**config.mk**
```make
export PLATFORM = sky130hd
export DESIGN_NAME = option_queue_sched
export DESIGN_NICKNAME = d
export VERILOG_FILES = /design/src/rtl/option_queue_sched.sv
export SDC_FILE = /design/constraint.sdc
export NUM_CORES = 1
export LEC_CHECK = 0
export CORE_ASPECT_RATIO = 0.8
export CORE_MARGIN = 4
export CORE_UTILIZATION = 40
export DETAILED_ROUTE_END_ITERATION = 16
export GPL_ROUTABILITY_DRIVEN = 0
export PLACE_DENSITY = 0.55
export SETUP_SLACK_MARGIN = 0.05
export SYNTH_ARGS = -nofsm -noshare
export SYNTH_HDL_FRONTEND = slang
export SYNTH_SLANG_ARGS = --single-unit
export TNS_END_PERCENT = 100
```
**constraint.sdc**
```tcl
create_clock -name clk -period 7.1 [get_ports clk]
set_clock_uncertainty 0.05 [all_clocks]
set_input_delay 1.775 -clock clk [delete_from_list [all_inputs] [get_ports clk]]
set_output_delay 1.775 -clock clk [all_outputs]
set_load 0.01 [all_outputs]
```
**src/rtl/option_queue_sched.sv**
```systemverilog
// option_queue_sched: circular option queue feeding the line solver.
// Parser loads markers/options in IDLE; start sequences solving rounds.
// Ports: clk, rst (sync, active-high); load_valid/ready/is_line/data
// (parser load); start; opt_valid/ready/is_line/data (head to solver);
// resp_valid/keep, solved (solver verdicts); busy, done, stalled,
// empty_err, round_cnt (status).
// Define OPTQ_PERF_CNT_EN to add run_cycles and dropped_total outputs.
module option_queue_sched #(
  parameter int SIZE       = 3,
  parameter int LINES      = 6,
  parameter int DEPTH      = 64,
  parameter int MAX_ROUNDS = 16
) (
  input  logic            clk,
  input  logic            rst,
  input  logic            load_valid,
  output logic            load_ready,
  input  logic            load_is_line,
  input  logic [SIZE-1:0] load_data,
  input  logic            start,
  output logic            opt_valid,
  input  logic            opt_ready,
  output logic            opt_is_line,
  output logic [SIZE-1:0] opt_data,
  input  logic            resp_valid,
  input  logic            resp_keep,
  input  logic            solved,
  output logic            busy,
  output logic            done,
  output logic            stalled,
  output logic            empty_err,
  output logic [7:0]      round_cnt
`ifdef OPTQ_PERF_CNT_EN
  ,
  output logic [15:0]     run_cycles,
  output logic [15:0]     dropped_total
`endif
);

  localparam int AW = (DEPTH > 1) ? $clog2(DEPTH) : 1;
  localparam int CW = $clog2(DEPTH + 1);

  typedef enum logic [1:0] {
    S_IDLE, S_ISSUE, S_WAIT, S_DONE
  } state_t;

  logic [SIZE:0]   mem_q [DEPTH];
  state_t          state_q, state_d;
  logic [AW-1:0]   head_q, head_d;
  logic [AW-1:0]   tail_q, tail_d;
  logic [CW-1:0]   count_q, count_d;
  logic [SIZE:0]   held_q, held_d;
  logic [7:0]      mk_q, mk_d;
  logic            drop_q, drop_d;
  logic [7:0]      round_q, round_d;
  logic            stalled_q, stalled_d;
  logic            eerr_q, eerr_d;
  logic            wr_en;
  logic [SIZE:0]   wr_data;
  logic [SIZE:0]   head_ent;

  function automatic logic [AW-1:0] inc(input logic [AW-1:0] p);
    return (p == AW'(DEPTH - 1)) ? '0 : p + 1'b1;
  endfunction

  assign head_ent   = mem_q[head_q];
  assign load_ready = (state_q == S_IDLE) && (count_q < CW'(DEPTH));
  // Only a real head entry is ever presented; ISSUE on an empty
  // queue just terminates.
  assign opt_valid   = (state_q == S_ISSUE) && (count_q != '0);
  assign opt_is_line = opt_valid & head_ent[SIZE];
  assign opt_data    = opt_valid ? head_ent[SIZE-1:0] : '0;
  assign busy        = (state_q == S_ISSUE) || (state_q == S_WAIT);
  assign done        = (state_q == S_DONE);
  assign stalled     = stalled_q;
  assign empty_err   = eerr_q;
  assign round_cnt   = round_q;

  always_comb begin
    state_d   = state_q;
    head_d    = head_q;
    tail_d    = tail_q;
    count_d   = count_q;
    held_d    = held_q;
    mk_d      = mk_q;
    drop_d    = drop_q;
    round_d   = round_q;
    stalled_d = stalled_q;
    eerr_d    = eerr_q;
    wr_en     = 1'b0;
    wr_data   = head_ent;
    unique case (state_q)
      S_IDLE: begin
        if (load_valid && load_ready) begin
          wr_en   = 1'b1;
          wr_data = {load_is_line, load_data};
          tail_d  = inc(tail_q);
          count_d = count_q + 1'b1;
        end
        if (start) begin
          if (count_q == '0) begin
            state_d = S_DONE;
            eerr_d  = 1'b1;
          end else begin
            state_d = S_ISSUE;
          end
        end
      end
      S_ISSUE: begin
        if (solved) begin
          state_d = S_DONE;
        end else if (count_q == '0) begin
          state_d = S_DONE;
          eerr_d  = 1'b1;
        end else if (opt_ready) begin
          head_d = inc(head_q);
          if (head_ent[SIZE]) begin
            // Marker rotates head to tail in one cycle.
            wr_en  = 1'b1;
            tail_d = inc(tail_q);
            if (mk_q == 8'(LINES - 1)) begin
              mk_d    = '0;
              drop_d  = 1'b0;
              round_d = (round_q == 8'hFF) ? round_q
                                           : round_q + 8'd1;
              if ((!drop_q && round_q != 8'd0) ||
                  round_d == 8'(MAX_ROUNDS)) begin
                state_d   = S_DONE;
                stalled_d = 1'b1;
              end
            end else begin
              mk_d = mk_q + 8'd1;
            end
          end else begin
            held_d  = head_ent;
            count_d = count_q - 1'b1;
            state_d = S_WAIT;
          end
        end
      end
      S_WAIT: begin
        if (solved) begin
          state_d = S_DONE;
        end else if (resp_valid) begin
          state_d = S_ISSUE;
          if (resp_keep) begin
            wr_en   = 1'b1;
            wr_data = held_q;
            tail_d  = inc(tail_q);
            count_d = count_q + 1'b1;
          end else begin
            drop_d = 1'b1;
          end
        end
      end
      S_DONE: ;
      default: state_d = S_IDLE;
    endcase
  end

  always_ff @(posedge clk) begin
    if (rst) begin
      state_q   <= S_IDLE;
      head_q    <= '0;
      tail_q    <= '0;
      count_q   <= '0;
      held_q    <= '0;
      mk_q      <= '0;
      drop_q    <= 1'b0;
      round_q   <= '0;
      stalled_q <= 1'b0;
      eerr_q    <= 1'b0;
    end else begin
      state_q   <= state_d;
      head_q    <= head_d;
      tail_q    <= tail_d;
      count_q   <= count_d;
      held_q    <= held_d;
      mk_q      <= mk_d;
      drop_q    <= drop_d;
      round_q   <= round_d;
      stalled_q <= stalled_d;
      eerr_q    <= eerr_d;
    end
  end

  // Storage needs no reset: pointers and count define validity.
  always_ff @(posedge clk) begin
    if (wr_en) mem_q[tail_q] <= wr_data;
  end

`ifdef OPTQ_PERF_CNT_EN
  logic [15:0] run_q, drop_tot_q;

  always_ff @(posedge clk) begin
    if (rst) begin
      run_q      <= '0;
      drop_tot_q <= '0;
    end else begin
      if (busy && run_q != 16'hFFFF)
        run_q <= run_q + 16'd1;
      if (state_q == S_WAIT && !solved && resp_valid &&
          !resp_keep && drop_tot_q != 16'hFFFF)
        drop_tot_q <= drop_tot_q + 16'd1;
    end
  end

  assign run_cycles    = run_q;
  assign dropped_total = drop_tot_q;
`endif

endmodule

```
==> results.md <==
- CP required: ~5.3 ns
- Crit path launch type: flip-flop
- Core area: 32,600 um2
- Initial DRC Count: between 700 and 800
- Routed wire length: just over 30 mm
- Via/cell ratio: ~5.8
- Post_cts resized: 0
- Most common cell type on the critical path: mux4_2
- Port-buffer cells: 29
- Fill cells: between 2,000 and 3,000
- Average wire per standard cell: approximately 23 um
- Mapped Area: about 13,000 um2
- First-pass GRT wire length: 47.3 mm
- Total number of vias: between 7,000 and 8,000
- Antenna Nets Post-Route: 0
- Clk_lat worst skew: ~0.58 ns
- Primary FF master, synth: edfxtp_1
- Clock Tree Buf Depth: 3
- Leak Pwr: around 4.5 nW
- DIE HEIGHT: 171 um
- Mapped Cells: between 800 and 900
- Area taken by flip-flops and latches: approximately 8700 um2
- Fin. max-slew vios: 0
- DIE WIDTH: about 210 um
- Initial Utilization: 0.406
- NumNets Final: 903
- Largest net degree at the start of global routing: 65
- Max-cap violations: 0
- Dpl cells: ~1,300
- Final Setup Violations: 0
- Fin. Hold Viols: 0
- Drt drc: 0
- Critical path peak fanout: 40
- CP arrival: between 4 and 5 ns
- Sum Neg Setup Slack: 0 ns
- Post-DP HPWL: around 20 mm
- PD cells: about 350 nW/um2
- Final Cycle Share: 0.849
- Util after Layout: 0.455
- Syn Area/Cell: 15.4 um2
- Initial antenna violation count: 0
- IO Count: 30
- Tmin final: around 6.0 ns
- FP Rows: 59
- Area of the multi-input gates: 4220 um2
- Area Overhead vs Synth: 12.0%
- Number of detailed-route iterations in the first pass: 5
- Element type at the critical path end: output pin
- CTS root buffer: clkbuf_16
- #FFs+latches synth: between 300 and 400
- HP Class: flip-flop to flip-flop
- Setup repair after global routing missed its margin: false
- Max incr delay on CP: ~1.1 ns
- CTS tree: done
- N_diodes: 0
- Post-synthesis cell type count: 60
- Cts bufs inserted: 30
- Die Area: 36,100 um2
- Critical-path top delay cell: dfxtp_2
- Gr ovfl total: 0
- Setup Crit Path Kind: flip-flop to output pin
- Asr flop ratio synth: 0
- VDD IR max: roughly 0.00023 V
- Global-route usage over all layers: 0.171
- CP Cell Sequence: buf_4, mux4_2, mux4_2, a22oi_1, and3_1, nor2_1, clkdlybuf4s50_1
- Clk slew on worst S/H paths: roughly 0.06 ns
- Ys Warns: 0
- # H-tree levels: 1
- Vias in the first global route: between 7,000 and 8,000
- CTS Sinks: between 300 and 400
- Sequential fraction of the synthesis area: 0.654
- Fin cells: 1,324
- Hold bufs inserted after CTS: 0
- Post-synth EDFFs: 256
- Status: finished, final reports clean
- Post-Syn Nets: roughly 890
- Post-CTS Setup Inserts: 0
- Fin Hold WS: between 0.4 and 0.5 ns
- Share of cells above drive strength 1: 0.157
- FMAX: between 150 and 200 MHz
- Tightest Pin Transition: roughly 1.1 ns
- Slew margin rel.: 0.234
## placed cells by master, fill, tap and decap left out, drive strengths merged, types with 5 or more instances in the layout
cell,instances
nor2,32
buf,13
nand3,19
or4,8
o211ai,5
and3,13
nor4,55
mux2i,23
o21ai,16
clkbuf,41
nand2,44
or3,8
dfxtp,49
ha,16
a311oi,5
xor2,5
clkinv,9
a21oi,24
xnor2,5
a22oi,15
a31oi,7
nor2b,14
edfxtp,256
nor3,23
a211oi,6
inv,24
o31ai,6
clkdlybuf4s50,29
mux4,69
mux2,7
nand4,6
## report_power, final
part           internal [mW]  switching [mW]  total (mW)
registers               2.34          0.0461        2.39
logic                  0.349           0.872        1.22
clock network          0.852           0.664        1.52
## synth_stat cells (all sizes together), types with 6 or more instances
| library cell | number | area share |
|---|---|---|
| ha | 16 | 0.015 |
| nor4 | 55 | 0.026 |
| nor2 | 32 | 0.0091 |
| a211oi | 6 | 0.0047 |
| mux2i | 23 | 0.017 |
| a31oi | 7 | 0.0033 |
| o31ai | 6 | 0.0034 |
| dfxtp | 49 | 0.074 |
| clkbuf | 37 | 0.010 |
| mux2 | 7 | 0.0059 |
| inv | 24 | 0.0068 |
| or4 | 8 | 0.0045 |
| and3 | 13 | 0.0061 |
| mux4 | 69 | 0.12 |
| nor2b | 14 | 0.0066 |
| nand3 | 19 | 0.0072 |
| a21oi | 24 | 0.0091 |
| nand4 | 6 | 0.0028 |
| or3 | 8 | 0.0038 |
| o21ai | 16 | 0.0060 |
| a22oi | 15 | 0.0085 |
| nand2 | 44 | 0.012 |
| nor3 | 23 | 0.0087 |
| buf | 21 | 0.013 |
| edfxtp | 256 | 0.58 |
## final cells by class
cell class	count	area share
sequential	305	0.584
tap	427	0.0360
multi-input combinational	471	0.285
clock buffer	41	0.0534
inverter	24	0.00607
clock inverter	14	0.00885
timing repair buffer	42	0.0270
## sequential cells by signal, summed over array words and instances, names as in the netlist, named ones only
name,cells
count_q,7
drop_q,1
empty_err,1
head_q,6
held_q,3
mem_q,256
mk_q,8
round_cnt,8
stalled,1
state_q,2
tail_q,6
## worst max-delay path: cells and delay by family (launching register included)
family / cells / cell delay, ns
AOI/OAI and AO/OA: 1 / 0.33
buffers and inverters: 2 / 0.94
DFF: 1 / 1.06
muxes: 2 / 0.87
and+or+nand+nor: 2 / 0.41
## cells by family after synthesis
kind of cell               after synthesis  share of synthesized area
and+or+nand+nor                        236                     0.0949
adders and majority gates               17                     0.0166
buffers and inverters                   82                     0.0306
xor gates and xnor gates                10                    0.00661
muxes                                   99                      0.141
DFF                                    305                      0.654
AOI/OAI and AO/OA                      109                     0.0568
## per-stage QoR
step | power (mW) | cell area (um2) | setup WS, ns
floorplan | 3.24 | 13300 | 1.58
global placement | 3.66 | 13900 | 1.66
detailed placement | 3.66 | 13900 | 1.68
CTS | 5.18 | 14800 | 1.06
global route | 5.37 | 14800 | 0.892
finish | 5.12 | 14800 | 1.07
## worst paths after layout
kind	start	endpoint	slack (ns)	depth (start not counted)
hold / removal	held_q[2]	held_q[2]	0.43	2
hold reg to reg	held_q[2]	held_q[2]	0.43	2
setup reg to reg	flip-flop	mem_q[46][2]	2.17	8
setup / recovery	flip-flop	opt_data[0]	1.07	7
## metal layers
layer / share of wire / up-vias / GRT usage / routed length (um)
met5: 0 / - / 0 / 0
met4: 0.018 / 0 / 0.0378 / 563
met3: 0.065 / 37 / 0.0396 / 2000
met2: 0.43 / 210 / 0.241 / 13200
met1: 0.49 / 3900 / 0.271 / 14900
li1: - / 3497 / - / -
Note: power is estimated with default switching activity, not from simulation.
